==> config.mk <==
export PLATFORM = sky130hd
export DESIGN_NAME = addsub_serial_flat
export DESIGN_NICKNAME = d
export VERILOG_FILES = /design/src/rtl/addsub_serial_if.sv /design/src/rtl/addsub_serial.sv /design/src/flat_wrapper.sv
export SDC_FILE = /design/constraint.sdc
export NUM_CORES = 1
export LEC_CHECK = 0
export ABC_AREA = 1
export BUFFER_PORTS_ARGS = -buffer_cell sky130_fd_sc_hd__buf_4
export CAP_MARGIN = 10
export CORE_ASPECT_RATIO = 1.25
export CORE_MARGIN = 1.5
export CORE_UTILIZATION = 30
export DETAILED_ROUTE_END_ITERATION = 12
export GPL_TIMING_DRIVEN = 0
export SLEW_MARGIN = 20
export SYNTH_ARGS = -nofsm -noshare
export SYNTH_HDL_FRONTEND = slang
export SYNTH_SLANG_ARGS = --single-unit
==> constraint.sdc <==
create_clock -name clk -period 2.3 [get_ports clk]
set_input_delay 0.23 -clock clk [delete_from_list [all_inputs] [get_ports clk]]
set_output_delay 0.23 -clock clk [all_outputs]
set_load 0.02 [all_outputs]
==> src/rtl/addsub_serial_if.sv <==
// Request/result bundle between a sequencer (master) and the digit-serial add/sub unit (slave).
interface addsub_serial_if #(
   parameter int WIDTH = 8
);
   logic             start;
   logic             op;
   logic             ci;
   logic [WIDTH-1:0] x;
   logic [WIDTH-1:0] y;
   logic             busy;
   logic             done;
   logic [WIDTH-1:0] r;
   logic             co;
   logic             of;

   modport master (output start, op, ci, x, y, input busy, done, r, co, of);
   modport slave  (input start, op, ci, x, y, output busy, done, r, co, of);
endinterface

==> src/rtl/addsub_serial.sv <==
// Digit-serial adder/subtractor: DIGIT bits per clock, N = WIDTH/DIGIT cycles per operation,
// with signed-overflow and carry/borrow flags published only on completion.
module addsub_serial #(
   parameter int WIDTH = 8,
   parameter int DIGIT = 1
) (
   input  logic           clk,
   input  logic           rst,
   addsub_serial_if.slave bus
);
   localparam int N  = WIDTH / DIGIT;
   localparam int CW = (N > 1) ? $clog2(N) : 1;
   localparam logic [CW-1:0] LAST = CW'(N - 1);

   typedef enum logic {IDLE, RUN} state_t;

   state_t           r_state;
   logic [WIDTH-1:0] r_x;
   logic [WIDTH-1:0] r_b;
   logic [WIDTH-1:0] r_res;
   logic [WIDTH-1:0] r_r;
   logic [CW-1:0]    r_cnt;
   logic             r_carry;
   logic             r_op;
   logic             r_busy;
   logic             r_done;
   logic             r_co;
   logic             r_of;

   logic [DIGIT:0]   w_sum;
   logic             w_cOut;
   logic             w_cMsb;
   logic [WIDTH-1:0] w_resNext;

   // One digit slice of the adder; the carry into its MSB is recovered from that sum bit.
   assign w_sum  = {1'b0, r_x[DIGIT-1:0]} + {1'b0, r_b[DIGIT-1:0]} + {{DIGIT{1'b0}}, r_carry};
   assign w_cOut = w_sum[DIGIT];
   assign w_cMsb = r_x[DIGIT-1] ^ r_b[DIGIT-1] ^ w_sum[DIGIT-1];

   // New digits enter at the top, so after N shifts digit 0 has arrived at bit 0.
   assign w_resNext = (r_res >> DIGIT) | (WIDTH'(w_sum[DIGIT-1:0]) << (WIDTH - DIGIT));

   assign bus.busy = r_busy;
   assign bus.done = r_done;
   assign bus.r    = r_r;
   assign bus.co   = r_co;
   assign bus.of   = r_of;

   always_ff @(posedge clk or posedge rst) begin
      if (rst) begin
         r_state <= IDLE;
         r_x     <= '0;
         r_b     <= '0;
         r_res   <= '0;
         r_r     <= '0;
         r_cnt   <= '0;
         r_carry <= 1'b0;
         r_op    <= 1'b0;
         r_busy  <= 1'b0;
         r_done  <= 1'b0;
         r_co    <= 1'b0;
         r_of    <= 1'b0;
      end else begin
         r_done <= 1'b0;
         case (r_state)
            IDLE: begin
               if (bus.start) begin
                  // Subtraction is x + ~y + ~borrow, so only the operand and carry-in are inverted.
                  r_x     <= bus.x;
                  r_b     <= bus.op ? ~bus.y : bus.y;
                  r_carry <= bus.op ? ~bus.ci : bus.ci;
                  r_op    <= bus.op;
                  r_res   <= '0;
                  r_cnt   <= '0;
                  r_busy  <= 1'b1;
                  r_state <= RUN;
               end
            end
            RUN: begin
               r_x     <= r_x >> DIGIT;
               r_b     <= r_b >> DIGIT;
               r_res   <= w_resNext;
               r_carry <= w_cOut;
               r_cnt   <= r_cnt + CW'(1);
               if (r_cnt == LAST) begin
                  r_r     <= w_resNext;
                  r_co    <= r_op ? ~w_cOut : w_cOut;
                  r_of    <= w_cMsb ^ w_cOut;
                  r_done  <= 1'b1;
                  r_busy  <= 1'b0;
                  r_state <= IDLE;
               end
            end
            default: r_state <= IDLE;
         endcase
      end
   end
endmodule

==> src/flat_wrapper.sv <==
// flat-port wrapper written by rule: the top's interface ports become plain ports
module addsub_serial_flat 
#(
   parameter int WIDTH = 8,
   parameter int DIGIT = 1
)
  (clk, rst, bus_start, bus_op, bus_ci, bus_x, bus_y, bus_busy, bus_done, bus_r, bus_co, bus_of);
  addsub_serial_if #(.WIDTH(WIDTH)) bus_i ();
  input  logic clk;
  input  logic rst;
  input wire logic [$bits(bus_i.start)-1:0] bus_start;
  input wire logic [$bits(bus_i.op)-1:0] bus_op;
  input wire logic [$bits(bus_i.ci)-1:0] bus_ci;
  input wire logic [$bits(bus_i.x)-1:0] bus_x;
  input wire logic [$bits(bus_i.y)-1:0] bus_y;
  output wire logic [$bits(bus_i.busy)-1:0] bus_busy;
  output wire logic [$bits(bus_i.done)-1:0] bus_done;
  output wire logic [$bits(bus_i.r)-1:0] bus_r;
  output wire logic [$bits(bus_i.co)-1:0] bus_co;
  output wire logic [$bits(bus_i.of)-1:0] bus_of;
  assign bus_i.start = bus_start;
  assign bus_i.op = bus_op;
  assign bus_i.ci = bus_ci;
  assign bus_i.x = bus_x;
  assign bus_i.y = bus_y;
  assign bus_busy = bus_i.busy;
  assign bus_done = bus_i.done;
  assign bus_r = bus_i.r;
  assign bus_co = bus_i.co;
  assign bus_of = bus_i.of;
  addsub_serial #(.WIDTH(WIDTH), .DIGIT(DIGIT)) u_core (.clk(clk), .rst(rst), .bus(bus_i));
endmodule
## Word-level counts from Yosys, hierarchy flattened

Cells that the tools add are included.

| word-level totals | value |
|---|---|
| input port bits | 21 |
| logic and storage cells | 50 |
| flip-flop bits (word level) | 42 |
| output and inout bits | 12 |

| operators by class | value |
|---|---|
| bitwise gates (word level) | 8 |
| multiplexer cells | 21 |
| add/subtract/negate cells | 3 |
| reduce and logical (&&, ||, !) cells | 3 |
| eq/ne operators | 3 |

Operators by type and width:

| cell | count |
|---|---|
| $pmux W8 S2 | 3 |
| $mux W8 | 4 |
| $mux W1 | 9 |
| $not A8 Y8 | 1 |
| $or A7 B8 Y8 | 1 |
| $pmux W1 S2 | 3 |
| $pmux W3 S2 | 1 |
| $reduce_and A2 Y1 | 3 |
| $ne A2 B2 Y1 const B | 2 |
| $add A3 B1 Y3 const B | 1 |
| $eq A3 B3 Y1 const B | 1 |
| $mux W3 | 1 |
| $not A1 Y1 | 3 |
| $xor A1 B1 Y1 | 3 |
| $add A1 B1 Y2 | 1 |
| $add A2 B1 Y2 | 1 |

## Longest topological paths before layout

Gate-level depths: netlist of run 1.

| logic depth | value |
|---|---|
| word-level depth | 4 |
| mapped depth | 8 |
| depth with buffers taken out | 8 |

## Worst setup path after synthesis of run 1

No wires, ideal clock.

| timing | value |
|---|---|
| kind | reg-to-reg |
| start | register u_core.r_b[0] |
| end | register u_core.r_of, in the netlist u_core.bus.of |
| library setup time | 0.117 ns |
| data required time | 2.183 ns |
| clock period less this slack | 1.392 ns |
| arrival time | 1.275 ns |
| stages on the path, launching flop included | 9 |
| slack | 0.908 ns |
| path buffers | 0 |
| cells stage by stage | dfrtp_1 inv_1 fa_1 inv_1 nand2_1 nand2_1 nand2_1 nand3_1 nand2_1 |

| on the way | value |
|---|---|
| word-level cells in the longest chain between the ends | 4 |
| elaborated cells between the ends (all ways) | 5 |
| classes of those cells | add/sub (2); bitwise (3) |

RTL lines:

| item | line | text |
|---|---|---|
| start: declaration | addsub_serial.sv:19 | `logic [WIDTH-1:0] r_b;` |
| start signal: assignment | addsub_serial.sv:70 | `r_b <= bus.op ? ~bus.y : bus.y;` |
| start signal: assignment | addsub_serial.sv:81 | `r_b <= r_b >> DIGIT;` |
| $add A1 B1 Y2 | addsub_serial.sv:36 | `assign w_sum = {1'b0, r_x[DIGIT-1:0]} + {1'b0, r_b[DIGIT-1:0]} + {{DIGIT{1'b0}}, r_carry};` |
| $add A2 B1 Y2 | addsub_serial.sv:36 |  |
| $xor A1 B1 Y1 | addsub_serial.sv:38 | `assign w_cMsb = r_x[DIGIT-1] ^ r_b[DIGIT-1] ^ w_sum[DIGIT-1];` |
| $xor A1 B1 Y1 (*) | addsub_serial.sv:88 | `r_of <= w_cMsb ^ w_cOut;` |
| end signal: assignment | addsub_serial.sv:88 |  |
| end: declaration | addsub_serial.sv:28 | `logic r_of;` |

Mark *: on every way between the ends. The rest lies on a longest branch, timed or not.
A chain may end at the register's enable or synchronous reset.

## Worst setup path after layout of run 1

Ends and elaborated chain as after synthesis.

==> impl_metrics.ini, run 1 <==
[synthesis]
syn_nets = 207
ys_ff_latch = 41
synthesis.area_sq_mm = 0.00178
synth_top_area_share_pct = 57.6
yosysTopAreaCell = dfrtp_1
synthTopCellsByCount = nand2_1 (54), dfrtp_1 (41), inv_1 (15)
synth.most_common_cell = nand2_1
synth_edf_count = 0
ys_top_cells_by_area = dfrtp_1 (58%), nand2_1 (11%), xnor2_1 (4.4%), a22oi_1 (3.8%), inv_1 (3.2%)
async_flop_share_pct = 100
synth_warnings = 0
synthCells = 182
synth_seq_area_share_pct = 57.6
syn_area_per_cell_sq_um = 9.78
ys.flop_type = dfrtp_1
ys_types = 21

[clocking]
post_cts_buffers = 0
cts_buffer_depth = 2
htreeDepth = 2
cts_tree = built
worstSkewPairLatency_ns = 0.28
clock-root-buffer = clkbuf_8
path_clk_slew_ns = 0.07
numCtsBuffers = 5
clock-sinks = 41

[die]
io_pins = 33
num_rows = 31
die_h_um = 89.1
start_util_pct = 30.8
die-area_sq_mm = 0.00641
fp.dieW_um = 71.9
coreArea_sq_mm = 0.00578

[sta]
min_period_ns = 1.49
worst_pin_slew_ns = 0.426
timing.hold.ws_ns = 0.135
fin_crit_sh_pct = 64.8
relSlewSlack_pct = 71.5
tns_ns = 0
hold_viol_final = 0
fmax_mhz = 671
finalMaxSlewViolations = 0
skew_ns = 0.00201
rsz0062_at_grt = false
finalSetupViolations = 0

[power_and_ir_drop]
power_switching_share_pct = 36.7
power_w = 0.00269
ir_worst_vdd_uv = 413
p_leak_nw = 1.09
pwr-share-clk_pct = 16.3
power.density_mw_per_mm2 = 1210
combinationalPowerShare_pct = 41.0
seqPwrFrac_pct = 42.7
intPower_w = 0.00170
power_switching_w = 0.000988

[routing]
drt.antenna.violating_nets = 0
drt_drc_violations_left = 0
drtIter0Drc = 30
drt_wl_total_um = 3140
drt_pass1_iterations = 4
wl_per_cell_um = 10.9
viasPerCell = 4.49
vias = 1298

[critical_path]
crit_cells = 8
crit_path_start_kind = register
crit_required_ns = 2.53
crit_type = reg2reg
end_kind = register
cp_max_fo = 5
cp.arrival_ns = 1.72
crit_buf_inv = 2
slowest_stage = fa_1
crit_family = adder cells
worstRegToRegCells = 8
cpPeakStageDelay_ns = 0.59
cp_cell_sequence = inv_1, fa_1, inv_1, nand2_1, nand2_1, nand2_1, nand3_1, nand2_1
cp_common_cell = nand2_1

[cells_and_area]
area_delta_synth_final_pct = 24.3
final_nets = 247
fill_cells = 597
utilization_pct = 38.3
regArea_sq_mm = 0.00103
multiInputGateArea_sq_um = 633
antenna_cells = 0
drive_above_1_share_pct = 21.5
fin_cells = 289

[flow_run]
maxCapViolCount = 0

[global_routing]
grt_pass1_vias = 1272
track_usage_pct = 11.3
grt_overflow_total = 0
grt_max_degree = 24
antenna_found_initial = 0
grt_pass1_wl_um = 5580

[placement]
numPlacedInstances = 280
gp_congestion = 0.689
post-dp-hpwl_um = 2250
port_buffers = 31

[min_path]
holdPathStages = 3
hold_class = in2reg

[run_status]
outcome = finished, final reports clean
## worst register-to-register path: cells and delay by family (launching register included)
family        cells  cell delay, ns
buf+inv           2            0.17
flops             1            0.39
simple gates      5            0.28
fa+ha+maj         1            0.59
## routing by layer
metal / global-route usage [%] / vias to the layer above / wire length, um
met5: 0 / - / 0
met4: 4.12 / 0 / 44
met3: 3.83 / 6 / 158
met2: 19.4 / 31 / 1490
met1: 13.1 / 587 / 1450
li1: - / 674 / -
## cell type report
cell class                      count  share of cell area, %
Inverter                           17                   2.88
Sequential cell                    41                   46.4
Buffer                              8                   2.60
Timing Repair Buffer               33                   12.2
Tap cell                           66                   3.73
Clock buffer                        8                   3.62
Multi-Input combinational cell    116                   28.6
## final timing paths
kind,startpoint,end,slack (ns)
max reg2reg,u_core.r_b[0],u_core.bus.of,0.81
max,u_core.r_b[0],u_core.bus.of,0.81
min in group asynchronous,rst,u_core.bus.r[0],0.50
min reg2reg,u_core.bus.r[1],u_core.bus.r[1],0.49
max in group asynchronous,rst,u_core.r_x[2],1.35
min,bus_x[7],u_core.r_x[7],0.14
## power groups by stage
stage / Combinational (W) / Clock [W] / Sequential, W
floorplan: 0.000707 / 0 / 0.00124
global placement: 0.00109 / 0 / 0.00116
detailed placement: 0.00112 / 0 / 0.00116
CTS: 0.00113 / 0.000456 / 0.00115
global route: 0.00127 / 0.000491 / 0.00118
finish: 0.00110 / 0.000439 / 0.00115
## flip-flops by register name (all words and copies together) (netlist names), 3 cells and up
name	count
u_core.r_res	7
u_core.bus.r	8
u_core.r_b	8
u_core.r_x	8
u_core.r_cnt	3
## through the flow
step / setup slack, ns / area, sq um
floorplan: 0.908 / 1780
global placement: 0.571 / 2100
detailed placement: 0.809 / 2120
CTS: 0.788 / 2210
global route: 0.602 / 2210
finish: 0.810 / 2210
## what timing repair did
action,in CTS,in global routing
gates resized for setup,0,0
hold buffers,1,0
hold endpoints to repair,18,0
## layout by cell type (no fill, tap or decap), drive strengths merged
cell type / instances
nand3: 6
clkbuf: 9
o21ai: 19
nor2: 3
fa: 1
a22o: 2
dlygate4sd3: 1
a22oi: 9
nand2: 54
xor2: 1
inv: 17
a21oi: 1
ha: 3
o22ai: 7
o211ai: 1
buf: 39
xnor2: 9
dfrtp: 41
## kinds of logic (layout without fill, tap and decap cells)
logic type / count (synthesis) / after routing / synth area share [%]
AND/OR/NAND/NOR: 63 / 63 / 14.1
flip-flops: 41 / 41 / 57.6
AO/OA/AOI/OAI: 39 / 39 / 13.3
adder cells (fa/ha/maj): 4 / 4 / 3.23
XOR/XNOR: 10 / 10 / 4.92
buffers and inverters: 25 / 66 / 6.82
(Power assumes the default switching activity.)
==> run 2, diff against run 1 <==
==> constraint.sdc (replaced) <==
create_clock -name clk -period 1.4 [get_ports clk]
set_input_delay 0.14 -clock clk [delete_from_list [all_inputs] [get_ports clk]]
set_output_delay 0.14 -clock clk [all_outputs]
set_load 0.02 [all_outputs]
==> run 2 against run 1 <==
Against the previous run: the run now ends with setup timing left; clock skew rose by 0.00071 ns; utilization rose by 0.76 points; worst hold slack got worse by 0.088 ns; fmax rose by 5.8%; global-route usage barely moved; first-iteration DRC count rose by 10%; largest cell class unchanged; highest routed layer unchanged.
==> impl_metrics.ini, run 2 (synthesis gave the netlist of run 1 again) <==
[power_and_ir_drop]
ir_worst_vdd_uv = 670
power_switching_w = 0.00168
seqPwrFrac_pct = 41.1
pwr-share-clk_pct = 15.7
intPower_w = 0.00290
p_leak_nw = 1.11
power_switching_share_pct = 36.6
combinationalPowerShare_pct = 43.1
power.density_mw_per_mm2 = 2030
power_w = 0.00458

[die]
fp.dieW_um = 71.9
num_rows = 31
start_util_pct = 30.8
coreArea_sq_mm = 0.00578
die-area_sq_mm = 0.00641
die_h_um = 89.1
io_pins = 33

[clocking]
clock-root-buffer = clkbuf_8
worstSkewPairLatency_ns = 0.28
cts_buffer_depth = 2
cts_tree = built
htreeDepth = 2
clock-sinks = 41
path_clk_slew_ns = 0.07
numCtsBuffers = 5

[min_path]
hold_class = in2reg
holdPathStages = 3

[critical_path]
r2r_setup_slack_ns = -0.008
crit_path_start_kind = register
reg2reg_from = u_core.r_cnt[0]
crit_path_end = u_core.bus.of
cp.arrival_ns = 1.59
slowest_stage = dfrtp_1
cp_cell_sequence = ha_1, ha_1, nand2_1, clkbuf_4, inv_1, nand3_1, nand2_1
crit_cells = 7
r2r-end = u_core.bus.of
crit_buf_inv = 2
crit_required_ns = 1.58
cpPeakStageDelay_ns = 0.39
crit_family = adder cells
end_kind = register
worstRegToRegCells = 7
crit_type = reg2reg
cp_max_fo = 10
worstSetupStartpoint = u_core.r_cnt[0]

[placement]
numPlacedInstances = 280
gp_congestion = 0.689
dpl_worst_slack_ns = -0.0913
post-dp-hpwl_um = 2250
port_buffers = 31

[sta]
timing.hold.ws_ns = 0.0471
tns_ns = -0.00824
worst_pin_slew_ns = 0.425
rsz0062_at_grt = true
fin_crit_sh_pct = 101
timing.final.ws_setup_ns = -0.00824
min_period_ns = 1.41
relSlewSlack_pct = 71.6
skew_ns = 0.00272
fmax_mhz = 710
finalMaxSlewViolations = 0
hold_viol_final = 0
finalSetupViolations = 1

[cells_and_area]
antenna_cells = 0
layout_commonest_cell = nand2_1
final_cell_mix = nand2_1 (52), dfrtp_1 (41), buf_4 (35), inv_1 (11), o21ai_0 (10)
fin_cells = 293
drive_above_1_share_pct = 26.0
final_nets = 251
fill_cells = 602
area_delta_synth_final_pct = 26.8

[routing]
drt_drc_violations_left = 0
vias = 1319
drtIter0Drc = 33
drt_pass1_iterations = 4
wl_per_cell_um = 10.9
drt_wl_total_um = 3200
drt.antenna.violating_nets = 0
viasPerCell = 4.50

[global_routing]
grt_overflow_total = 0
grt_pass1_wl_um = 5610
track_usage_pct = 11.3
grt_pass1_vias = 1289
antenna_found_initial = 0
grt_max_degree = 24

[flow_run]
maxCapViolCount = 0

[run_status]
violations = setup timing
outcome = finished, violations left
run 2: what timing repair did:
item | in CTS | in global routing
setup buffers | 1 | 3
hold buffers | 1 | 0
pin swaps | 0 | 4
resized for setup | 3 | 9
hold endpoints to repair | 18 | 0
endpoints found under the setup margin | 9 | 10
run 2: tightest hold or removal path, cell delays in order:
cell and delay [ns]:
buf_4 0.07, nand2_1 0.04, nand2_1 0.04
run 2: layer usage:
metal / GRT usage [%] / vias to the layer above / share of wire (%)
li1: - / 681 / -
met1: 13.0 / 601 / 45
met2: 19.7 / 31 / 49
met3: 3.83 / 6 / 4.9
met4: 4.12 / 0 / 1.3
met5: 0 / - / 0
run 2: power by group through the flow:
stage	sequential [W]	clock (W)	combinational, W
floorplan	0.00203	0	0.00116
global route	0.00193	0.000807	0.00226
CTS	0.00189	0.000748	0.00188
finish	0.00188	0.000721	0.00198
detailed placement	0.00191	0	0.00184
global placement	0.00190	0	0.00180
run 2: cell type report:
cell class / count / area (sq um) / share of cell area [%]
Buffer: 8 / 63.8 / 2.83
Clock buffer: 8 / 80.1 / 3.55
Multi-Input combinational cell: 116 / 641 / 28.4
Sequential cell: 41 / 1030 / 45.5
Timing Repair Buffer: 37 / 300 / 13.3
Inverter: 17 / 63.8 / 2.83
Tap cell: 66 / 82.6 / 3.66
run 2: worst min-delay path by stage:
stage                            endpoint  slack, ns  startpoint
after global placement      u_core.r_x[7]       0.34    bus_x[7]
final                       u_core.r_x[7]       0.05    bus_x[7]
after global routing        u_core.r_x[1]       0.05    bus_x[1]
after CTS                   u_core.r_x[7]       0.03    bus_x[7]
after detailed placement  u_core.bus.r[0]       0.17         rst
after floorplan             u_core.r_x[7]       0.25    bus_x[7]
run 2: through the flow:
step                      instance area, sq um  util, %
after floorplan                           1780        -
after global placement                    2100     36.3
after detailed placement                  2120     36.7
after CTS                                 2220     38.5
after global routing                      2260     39.1
final                                     2260     39.1
